`config.mk`:
```
export PLATFORM = sky130hd
export DESIGN_NAME = time_base_gen
export DESIGN_NICKNAME = d
export VERILOG_FILES = /design/src/rtl/time_base_pkg.sv /design/src/rtl/sync_qualifier.sv /design/src/rtl/time_base_gen.sv
export SDC_FILE = /design/constraint.sdc
export NUM_CORES = 1
export LEC_CHECK = 0
export CORE_UTILIZATION = 30
export CTS_CLUSTER_SIZE = 14
export DETAILED_ROUTE_END_ITERATION = 8
export GPL_ROUTABILITY_DRIVEN = 0
export SLEW_MARGIN = 20
export SYNTH_ARGS = -nofsm -noshare
export SYNTH_HDL_FRONTEND = slang
export SYNTH_SLANG_ARGS = --single-unit
export TNS_END_PERCENT = 5
```
`constraint.sdc`:
```
create_clock -name clk -period 2.3 [get_ports clk]
set_input_delay 0.345 -clock clk [delete_from_list [all_inputs] [get_ports clk]]
set_output_delay 0.345 -clock clk [all_outputs]
set_load 0.02 [all_outputs]
```
`src/rtl/time_base_pkg.sv`:
```
// Shared constants and qualifier state encoding for the frame-timer time base.
package time_base_pkg;

  localparam int CLK_DIV_DEF    = 200;
  localparam int SYNC_MIN_W_DEF = 8;
  localparam int SYNC_TMO_DEF   = 4400;

  typedef enum logic [1:0] {
    IDLE     = 2'd0,
    HIGH     = 2'd1,
    WAIT_LOW = 2'd2
  } qual_state_t;

endpackage

```
`src/rtl/sync_qualifier.sv`:
```
// Synchronises the external frame sync and accepts only pulses that stay high
// for SYNC_MIN_W synchronised clocks; shorter pulses are counted as glitches.
module sync_qualifier
  import time_base_pkg::*;
#(
  parameter int SYNC_MIN_W = SYNC_MIN_W_DEF
) (
  input  logic       clk,
  input  logic       reset,
  input  logic       sync_in,
  output logic       accept,
  output logic [7:0] glitch_cnt
);

  localparam logic [7:0] MIN_W = 8'(SYNC_MIN_W);

  logic        sync_meta;
  logic        s_sync;
  qual_state_t state;
  qual_state_t state_next;
  logic [7:0]  wcnt;
  logic [7:0]  wcnt_next;
  logic        accept_next;
  logic        reject;

  // Left unreset so a sync already high during reset is seen as high at
  // release and parks the FSM in WAIT_LOW instead of looking like a new edge.
  always_ff @(posedge clk) begin
    sync_meta <= sync_in;
    s_sync    <= sync_meta;
  end

  always_ff @(posedge clk) begin
    if (reset) begin
      state      <= WAIT_LOW;
      wcnt       <= '0;
      accept     <= 1'b0;
      glitch_cnt <= '0;
    end else begin
      state  <= state_next;
      wcnt   <= wcnt_next;
      accept <= accept_next;
      if (reject && (glitch_cnt != 8'hFF)) begin
        glitch_cnt <= glitch_cnt + 8'd1;
      end
    end
  end

  always_comb begin
    state_next  = state;
    wcnt_next   = wcnt;
    accept_next = 1'b0;
    reject      = 1'b0;
    case (state)
      IDLE: begin
        if (s_sync) begin
          wcnt_next = 8'd1;
          // A one-clock minimum width is satisfied on the very first high.
          if (MIN_W == 8'd1) begin
            accept_next = 1'b1;
            state_next  = WAIT_LOW;
          end else begin
            state_next = HIGH;
          end
        end
      end
      HIGH: begin
        if (s_sync) begin
          wcnt_next = wcnt + 8'd1;
          if (wcnt_next == MIN_W) begin
            accept_next = 1'b1;
            state_next  = WAIT_LOW;
          end
        end else begin
          reject     = 1'b1;
          state_next = IDLE;
        end
      end
      WAIT_LOW: begin
        if (!s_sync) begin
          state_next = IDLE;
        end
      end
      default: state_next = WAIT_LOW;
    endcase
  end

endmodule

```
`src/rtl/time_base_gen.sv`:
```
// 5 us tick generator re-phased by qualified frame syncs, with sync counters
// and an optional loss-of-sync watchdog built when SYNC_WATCHDOG_EN is defined.
module time_base_gen
  import time_base_pkg::*;
#(
  parameter int CLK_DIV    = CLK_DIV_DEF,
  parameter int SYNC_MIN_W = SYNC_MIN_W_DEF,
  parameter int SYNC_TMO   = SYNC_TMO_DEF
) (
  input  logic        clk,
  input  logic        reset,
  input  logic        sync_in,
  output logic        t5us,
  output logic        time_clr,
  output logic        sync_lost,
  output logic [15:0] sync_cnt,
  output logic [7:0]  glitch_cnt
);

  localparam logic [15:0] PCNT_LAST = 16'(CLK_DIV - 1);

  logic        accept;
  logic        wrap;
  logic [15:0] pcnt;

  sync_qualifier #(
    .SYNC_MIN_W(SYNC_MIN_W)
  ) u_qual (
    .clk       (clk),
    .reset     (reset),
    .sync_in   (sync_in),
    .accept    (accept),
    .glitch_cnt(glitch_cnt)
  );

  assign wrap = (pcnt == PCNT_LAST);

  // An accepted sync re-phases the prescaler and takes priority over a wrap,
  // so time_clr and t5us never share a cycle.
  always_ff @(posedge clk) begin
    if (reset) begin
      pcnt     <= '0;
      t5us     <= 1'b0;
      time_clr <= 1'b0;
      sync_cnt <= '0;
    end else begin
      time_clr <= accept;
      t5us     <= wrap && !accept;
      if (accept || wrap) begin
        pcnt <= '0;
      end else begin
        pcnt <= pcnt + 16'd1;
      end
      if (accept) begin
        sync_cnt <= sync_cnt + 16'd1;
      end
    end
  end

`ifdef SYNC_WATCHDOG_EN
  localparam logic [15:0] TMO_LIM = 16'(SYNC_TMO);

  logic [15:0] tmo;

  // Counts the same wrap events that produce t5us, so sync_lost rises in
  // the cycle of the tick that reaches the limit.
  always_ff @(posedge clk) begin
    if (reset) begin
      tmo       <= '0;
      sync_lost <= 1'b0;
    end else if (accept) begin
      tmo       <= '0;
      sync_lost <= 1'b0;
    end else if (wrap && (tmo != TMO_LIM)) begin
      tmo <= tmo + 16'd1;
      if ((tmo + 16'd1) == TMO_LIM) begin
        sync_lost <= 1'b1;
      end
    end
  end
`else
  // No watchdog in this build; SYNC_TMO is referenced only so both builds
  // share one parameter list, and the expression is constant 0.
  assign sync_lost = 1'b0 & (SYNC_TMO != 0);
`endif

endmodule

```
**Yosys cells after proc, flatten, opt, wreduce, memory -nomap -nowiden**

Cells that the tools add are included.

- Flip-flop bits (word level): 55
- Input bits: 3
- Word-level logic and storage cells: 46

- Add/subtract/negate cells: 4
- Equal/unequal tests: 9
- Multiplexer cells: 11
- Bitwise logic cells: 2
- Reductions and logical operators: 10

Operators by type and width:

| cell | count |
|---|---|
| adder 16 x 1 -> 16 bit, second input constant | 2 |
| adder 8 x 1 -> 8 bit, second input constant | 2 |
| == test 16 x 8 -> 1 bit, second input constant | 1 |
| 2-to-1 mux 8 bit | 2 |
| one-hot mux 8 bit (2 select lines) | 1 |
| == test 8 x 4 -> 1 bit, second input constant | 1 |
| 2-to-1 mux 2 bit | 4 |
| inequality test 8 bit, second input constant | 1 |
| one-hot mux 2 bit (3 select lines) | 1 |
| AND reduction 3 bit | 2 |
| inequality test 2 x 1 -> 1 bit, second input constant | 2 |
| 2-to-1 mux 1 bit | 3 |
| inequality test 3 bit, second input constant | 1 |
| OR reduction 3 bit | 1 |
| == test 2 x 1 -> 1 bit, second input constant | 1 |
| == test 2 bit, second input constant | 1 |
| logical AND 1 bit | 2 |
| zero test 2 bit | 1 |
| inequality test 2 bit, second input constant | 1 |
| NOT 1 bit | 2 |
| nonzero test 2 bit | 1 |
| OR reduction 2 bit | 1 |
| zero test 1 bit | 1 |
| logical OR 1 bit | 1 |

**Longest topological paths before layout**

Gate-level depths: netlist of the first run.

- Depth after elaboration: 5
- Mapped depth: 6

**Hierarchy**

Synthesis of the first run repeated with hierarchy kept, for this count alone.

- Cell total of the unflattened synthesis: 290
- Area, all modules: 2513.7 µm²

By module, submodules not included:

| module | times used | cells each | area each (µm²) |
|---|---|---|---|
| time_base_gen | 1 | 165 | 1445.1 |
| sync_qualifier | 1 | 125 | 1068.5 |

**Least setup slack after synthesis of the first run**

No wires, ideal clock.

- Path type: register to register
- From: register u_qual.glitch_cnt[0]
- To: register u_qual.glitch_cnt[1]
- Setup time: 128 ps
- Data arrival time: 1707 ps
- Slack: 465 ps
- Cell stages (with the launch flop): 7
- Path buffers: 1
- Cell sequence: dfxtp_1 -> ha_1 -> nand2_1 -> o31ai_1 -> clkbuf_1 -> mux2i_1 -> nor2_1

- Word-level cells in the longest chain between the ends: 2
- Elaborated cells between the ends (all ways): 3
- Those cells by class: add/sub (1); eq/ne (1); reduce/logical (1)

Ends and longest elaborated chain:

| item | line | source |
|---|---|---|
| from (decl) | sync_qualifier.sv:12 | `output logic [7:0] glitch_cnt` |
| from (signal assigned) | sync_qualifier.sv:44 | `glitch_cnt <= glitch_cnt + 8'd1;` |
| parallel branches: the longest is 2 deep, another holds adder 8 x 1 -> 8 bit | - |  |

Several ways; the timed one is not identified.
A chain may end at the register's enable or synchronous reset.

**Worst setup path in the final report of the first run**

- From: register u_qual.wcnt[0]
- To: register u_qual.state[0]

- Word-level cells in the longest chain between the ends: 4

Ends and longest elaborated chain:

| item | line | source |
|---|---|---|
| from (decl) | sync_qualifier.sv:21 | `logic [7:0] wcnt;` |
| from (signal assigned) | sync_qualifier.sv:41 | `wcnt <= wcnt_next;` |
| adder 8 x 1 -> 8 bit | sync_qualifier.sv:69 | `wcnt_next = wcnt + 8'd1;` |
| == test 8 x 4 -> 1 bit | sync_qualifier.sv:70 | `if (wcnt_next == MIN_W) begin` |
| inequality test 3 bit (no line) | - |  |
| AND reduction 3 bit (no line) | - |  |
| to (signal assigned) | sync_qualifier.sv:40 | `state <= state_next;` |
| to (decl) | sync_qualifier.sv:19 | `qual_state_t state;` |

No other way between the ends.

==> flow_metrics.tcl, run 1 <==
set metrics [dict create \
    post_route_setup_tns_ns 0 \
    final.period_utilization_pct 79.9 \
    tritoncts "yes" \
    grt_setup_unrepaired "no" \
    cp-start-kind "flop" \
    critical_path.cell_chain "ha_1 > nand3_1 > xnor2_1 > or4_4 > o31a_1" \
    cts_max_level 2 \
    leakage_power_nw 0.948 \
    die-area_um2 8570 \
    worst_pin_slew_ns 0.568 \
    max-cap-violations 0 \
    n_antenna_cell 0 \
    status "finished clean" \
    globalRouteOverflowTotal 0 \
    post_synth_and_or_nand_nor_area_fraction_pct 28.9 \
    placed_cells_incl_taps 406 \
    synth.lib_cells_used.distinct 43 \
    power_per_cell_area_nw_per_um2 535 \
    drcViolationCount 0 \
    core_region_area_um2 7850 \
    globalRouteTotalUtil_pct 11.7 \
    tritoncts.num_buffers 5 \
    final_max_slew_viol_count 0 \
    timing.max_slew.rel_slack_pct 61.8 \
    dp_worst_setup_slack_ns 0.461 \
    cp_slowest_cell "or4_4" \
    antenna_found_initial 0 \
    worst_skew_pair.late_latency_ns 0.30 \
    cp.required_ns 2.49 \
    drt-initial-drc-count 70 \
    finalHoldViolCount 0 \
    final_period_minus_worst_setup_slack_ns 1.84 \
    core.rowCount 32 \
    share_clk_of_total_power_pct 35.3 \
    clock_skew_ns 0.0109 \
    post_place_cell_area_um2 2850 \
    via_count_of_the_first_global_routing_pass 1828 \
    num_io_pins 30 \
    crit_path_max_fanout 7 \
    fraction_of_final_layout_cells_with_drive_strength_greater_than_1_pct 6.09 \
    floorplan.initialDensity_pct 31.4 \
    post_cts.resized_instances 0 \
    yosysWarningCount 0 \
    fin_area_um2 2950 \
    switching_share_pct 22.2 \
    drt.antenna.violating_nets 0 \
    detail_route.wirelength_um 4730 \
    max_clock_freq_ghz 0.544 \
    number_of_standard_cells_after_synthesis 282 \
    final_net_count 319 \
    vdd_drop_max_uv 231 \
    cts-hold-fix-buffers 0 \
    die-height_um 92.6 \
    setup-violations-final 0 \
    synth_fa_ha_area_share_pct 2.54 \
    ys_ff_latch 55 \
    largest_family_of_logic_cells_by_synthesized_area "simple AND/OR/NAND/NOR gates" \
    timing.critical_path.slowest_cell_delay_ns 0.55 \
    setup.worst_path.end_class "flop" \
    postSynthNetCount 290 \
    synth.cell_area_um2 2460 \
    synth-seq-area-share_pct 44.7 \
    intPower_w 0.00123 \
    clk_transition_reported_paths_ns 0.10 \
    synth.area.mux_share_pct 0.813 \
    final_critical_path_setup_slack_ns 0.463 \
    flow.area_growth_from_synthesis_pct 19.7 \
    synth-xor-area-share_pct 10.3 \
    start_to_end_type_of_the_worst_setup_path "reg2reg" \
    cts_root_buf "clkbuf_8" \
    synth_compound_gate_area_share_pct 9.41 \
    stdcell_count 414 \
    cpLargestDelayFamily "simple AND/OR/NAND/NOR gates" \
    dieWidth_um 92.6 \
    routed_via_density 4.92 \
    clock_path_buffers 2 \
    share_seq_of_total_power_pct 61.6 \
    num_vias 2035 \
    worstPathBufferInverterCount 0 \
    portBuffers 28 \
    post_cts.repair.setup_buffers 0 \
    number_of_clock_sinks 55 \
    synthesis.area_per_instance_um2 8.73 \
    pin_count_of_the_biggest_net_entering_global_routing 20 \
    per_cell_routed_wire_length_um 11.4 \
    dr.pass1.iters 6 \
    p_switching_w 0.000350 \
    share_comb_of_total_power_pct 3.1 \
    arrival_ns 2.03 \
    dp_hpwl_um 3330 \
    wire_length_of_the_first_global_routing_pass_um 8190 \
    worst_hold_path_type "reg2reg" \
]
[state kept, by name (all words and copies together) (netlist names)]
signal             flops
sync_cnt              16
u_qual.glitch_cnt      8
u_qual.accept          1
u_qual.s_sync          1
pcnt                  16
time_clr               1
u_qual.wcnt            8
u_qual.sync_meta       1
t5us                   1
u_qual.state           2
[power groups by stage]
stage	clock network [W]	logic (W)	registers, W
finish	0.000556	0.0000490	0.000971
CTS	0.000586	0.0000497	0.000971
global placement	0	0.0000492	0.000993
global route	0.000620	0.0000556	0.000973
detailed placement	0	0.0000496	0.000993
floorplan	0	0.0000380	0.000991
[metal layers]
| layer | routed length, µm | part of all wire, % | up-vias | global-route usage [%] |
|---|---|---|---|---|
| li1 | - | - | 1051 | - |
| met2 | 2190 | 46 | 31 | 19.4 |
| met5 | 0 | 0 | - | 0 |
| met4 | 52 | 1.1 | 0 | 3.91 |
| met1 | 2350 | 50 | 948 | 14.9 |
| met3 | 127 | 2.7 | 5 | 2.55 |
[logic make-up after synthesis]
logic type | after synthesis
simple gates | 135
buf+inv | 16
compound gates | 39
flops | 55
fa+ha+maj | 5
other cells | 1
mux | 2
xor+xnor | 29
[through the flow]
stage          total power [W]  util [%]  hold slack, ns
2_1_floorplan          0.00103         -           0.310
3_3_place_gp           0.00104      36.3           0.310
3_5_place_dp           0.00104      36.3           0.313
4_1_cts                0.00161      37.5           0.339
5_1_grt                0.00165      37.5           0.348
6_report               0.00158      37.5           0.340
[final cells by class]
type / count / area, µm²
Clock inverter: 2 / 16.3
Fill cell: 845 / 4900
Sequential cell: 55 / 1100
Inverter: 5 / 18.8
Timing Repair Buffer: 33 / 318
Tap cell: 102 / 128
Multi-Input combinational cell: 211 / 1280
Clock buffer: 6 / 82.6
[path summary, 6_finish.rpt]
check	depth (start not counted)	slack, ns	startpoint	to
setup / recovery	5	0.46	u_qual.wcnt[0]	u_qual.state[0]
hold / removal	0	0.34	u_qual.sync_meta	u_qual.s_sync
hold reg to reg	0	0.34	u_qual.sync_meta	u_qual.s_sync
setup reg to reg	5	0.46	u_qual.wcnt[0]	u_qual.state[0]
[cells in the mapped netlist (all sizes together)]
cell,number,area (µm²)
dfxtp,55,1100
nor2,36,135
nand2,19,78.8
nand3,19,95.1
xnor2,17,149
a21oi,15,75.1
nand4,12,75.1
xor2,12,105
nor3,10,50.1
o21ai,10,50.1
nor4,7,43.8
or4,7,60.1
buf,6,38.8
or3,6,37.5
clkbuf,5,20.0
ha,5,62.6
inv,5,18.8
o21a,5,37.5
and3,4,26.3
nand2b,4,25.0
o31ai,4,30.0
and2,2,12.5
and4,2,17.5
mux2i,2,20.0
nor2b,2,12.5
a22oi,1,7.51
a31o,1,8.76
a31oi,1,6.26
conb,1,3.75
nand4b,1,8.76
nor3b,1,7.51
nor4b,1,8.76
o211ai,1,7.51
o31a,1,8.76
or2,1,6.26
or4b,1,10.0
[worst register-to-register path, delay by kind of cell, from the launching register on]
| family | cells | cell delay [ns] |
|---|---|---|
| AO/OA/AOI/OAI | 1 | 0.24 |
| XOR/XNOR | 1 | 0.15 |
| adder cells (fa/ha/maj) | 1 | 0.25 |
| AND/OR/NAND/NOR | 2 | 0.66 |
| flip-flops | 1 | 0.44 |
[layout by cell type (no fill, tap or decap), types with 3 or more instances in the layout]
master	Yosys	final
nor4_1	7	7
buf_4	1	5
nand2_1	18	18
clkdlybuf4s50_1	0	28
a21oi_1	15	15
nand4_1	12	12
inv_1	5	5
and3_1	3	3
o21ai_0	10	10
ha_1	5	5
nand3_1	19	19
or4_1	5	5
dfxtp_1	55	55
o21a_1	5	5
nor3_1	10	10
xor2_1	12	12
nand2b_1	4	4
xnor2_1	17	17
o31ai_1	4	4
nor2_1	36	36
clkbuf_8	0	6
or3_1	6	6
Power figures use the tool's default switching activity.
==> run 2: changes to the inputs <==
clock period = 1.83 ns   (was 2.3 ns; I/O delays follow)
==> run 2 against run 1 <==
  * Power grew 26%
  * Final cell count is 2.2% higher
  * Worst setup slack got worse by 0.42 ns
  * Clock power rose by 25%
  * Flip-flop and latch count stayed put
  * Register-to-register slack lost 0.42 ns
  * Combinational power is 44% higher
  * Clock skew decreased by 0.00091 ns
  * Wire length up 5.3%
==> flow_metrics.tcl, run 2 (synthesized netlist as in run 1, its figures left out) <==
set metrics [dict create \
    status "finished clean" \
    setup-violations-final 0 \
    setup.worst_path.end_class "flop" \
    cts_root_buf "clkbuf_8" \
    dr.pass1.iters 6 \
    reg2regPathDepth 3 \
    most_frequent_cells_in_the_layout "dfxtp_1 (55), nor2_1 (36), clkdlybuf4s50_1 (28)" \
    dp_hpwl_um 3530 \
    tritoncts.num_buffers 5 \
    cts-hold-fix-buffers 0 \
    die-area_um2 8570 \
    portBuffers 28 \
    worst_skew_pair.late_latency_ns 0.30 \
    wire_length_of_the_first_global_routing_pass_um 8750 \
    vdd_drop_max_uv 254 \
    globalRouteTotalUtil_pct 12.3 \
    crit_path_max_fanout 5 \
    flow.area_growth_from_synthesis_pct 23.2 \
    power_per_cell_area_nw_per_um2 654 \
    leakage_power_nw 1.00 \
    dieWidth_um 92.6 \
    max_clock_freq_ghz 0.560 \
    antenna_found_initial 0 \
    globalRouteOverflowTotal 0 \
    clock_path_buffers 2 \
    max-cap-violations 0 \
    fraction_of_final_layout_cells_with_drive_strength_greater_than_1_pct 8.41 \
    routed_via_density 4.90 \
    num_io_pins 30 \
    final_max_slew_viol_count 0 \
    arrival_ns 1.99 \
    core.rowCount 32 \
    num_vias 2072 \
    detail_route.wirelength_um 4980 \
    drt-initial-drc-count 82 \
    final_net_count 328 \
    drt.antenna.violating_nets 0 \
    grt_setup_unrepaired "yes" \
    start_to_end_type_of_the_worst_setup_path "reg2reg" \
    placed_cells_incl_taps 415 \
    final.period_utilization_pct 97.5 \
    cp-start-kind "flop" \
    cts_max_level 2 \
    stdcell_count 423 \
    floorplan.initialDensity_pct 31.4 \
    clk_transition_reported_paths_ns 0.10 \
    clock_skew_ns 0.0100 \
    tritoncts "yes" \
    die-height_um 92.6 \
    number_of_clock_sinks 55 \
    pin_count_of_the_biggest_net_entering_global_routing 27 \
    core_region_area_um2 7850 \
    worst_hold_path_type "reg2reg" \
    via_count_of_the_first_global_routing_pass 2006 \
    layout.cells.most_common "dfxtp_1" \
    drcViolationCount 0 \
    finalHoldViolCount 0 \
    cp.required_ns 2.04 \
    timing.rr.start "pcnt[12]" \
    worstSetupStartpoint "pcnt[12]" \
    final_period_minus_worst_setup_slack_ns 1.78 \
    hold_path_startpoint "u_qual.sync_meta" \
    post_route_setup_tns_ns 0 \
    min_path_cells 0 \
    per_cell_routed_wire_length_um 11.8 \
    top_regs "pcnt (16), sync_cnt (16)" \
    n_antenna_cell 0 \
]
[run 2: metal layers]
metal	track usage, %	up-vias	routed length [µm]
li1	-	1074	-
met1	15.1	969	2420
met2	21.7	25	2370
met3	2.55	4	139
met4	3.13	0	51
met5	0	-	0
[run 2: worst paths after layout]
check                                      to  slack [ns]
worst min register to register  u_qual.s_sync        0.35
worst min-delay path            u_qual.s_sync        0.35
worst max-delay path                  pcnt[1]        0.05
worst max register to register        pcnt[1]        0.05
[run 2: layout make-up]
type / instances / area [µm²]
Multi-Input combinational cell: 211 / 1290
Sequential cell: 55 / 1100
Clock buffer: 7 / 86.3
Inverter: 5 / 18.8
Tap cell: 102 / 128
Fill cell: 832 / 4820
Timing Repair Buffer: 42 / 398
Clock inverter: 1 / 8.76
[run 2: what timing repair did]
action / 4_1_cts / 5_1_grt
endpoints found under the setup margin: 0 / 14
hold endpoints to repair: 0 / 0
setup buffers: 0 / 0
gates resized for setup: 0 / 1
[run 2: worst max-delay path, cell delays in order (launching register included)]
cell and delay [ns]:
dfxtp_1 0.36, or4b_1 0.51, or4_4 0.60, and3_2 0.22
[run 2: metrics by stage]
stage	area (µm²)	hold slack [ns]	utilization, %	power, W	setup slack [ns]
2_1_floorplan	2460	0.302	-	0.00129	0.0715
3_3_place_gp	2930	0.335	37.3	0.00132	0.0831
3_5_place_dp	2930	0.331	37.3	0.00132	0.0482
4_1_cts	3020	0.353	38.5	0.00201	0.0360
5_1_grt	3030	0.363	38.6	0.00207	-0.00491
6_report	3030	0.352	38.6	0.00198	0.0457
[run 2: power by group]
group	internal, W	total (W)	switching, W	leakage [nW]
clock	0.000311	0.000695	0.000384	0.0484
sequential	0.00121	0.00122	0.0000105	0.445
combinational	0.0000282	0.0000705	0.0000423	0.509
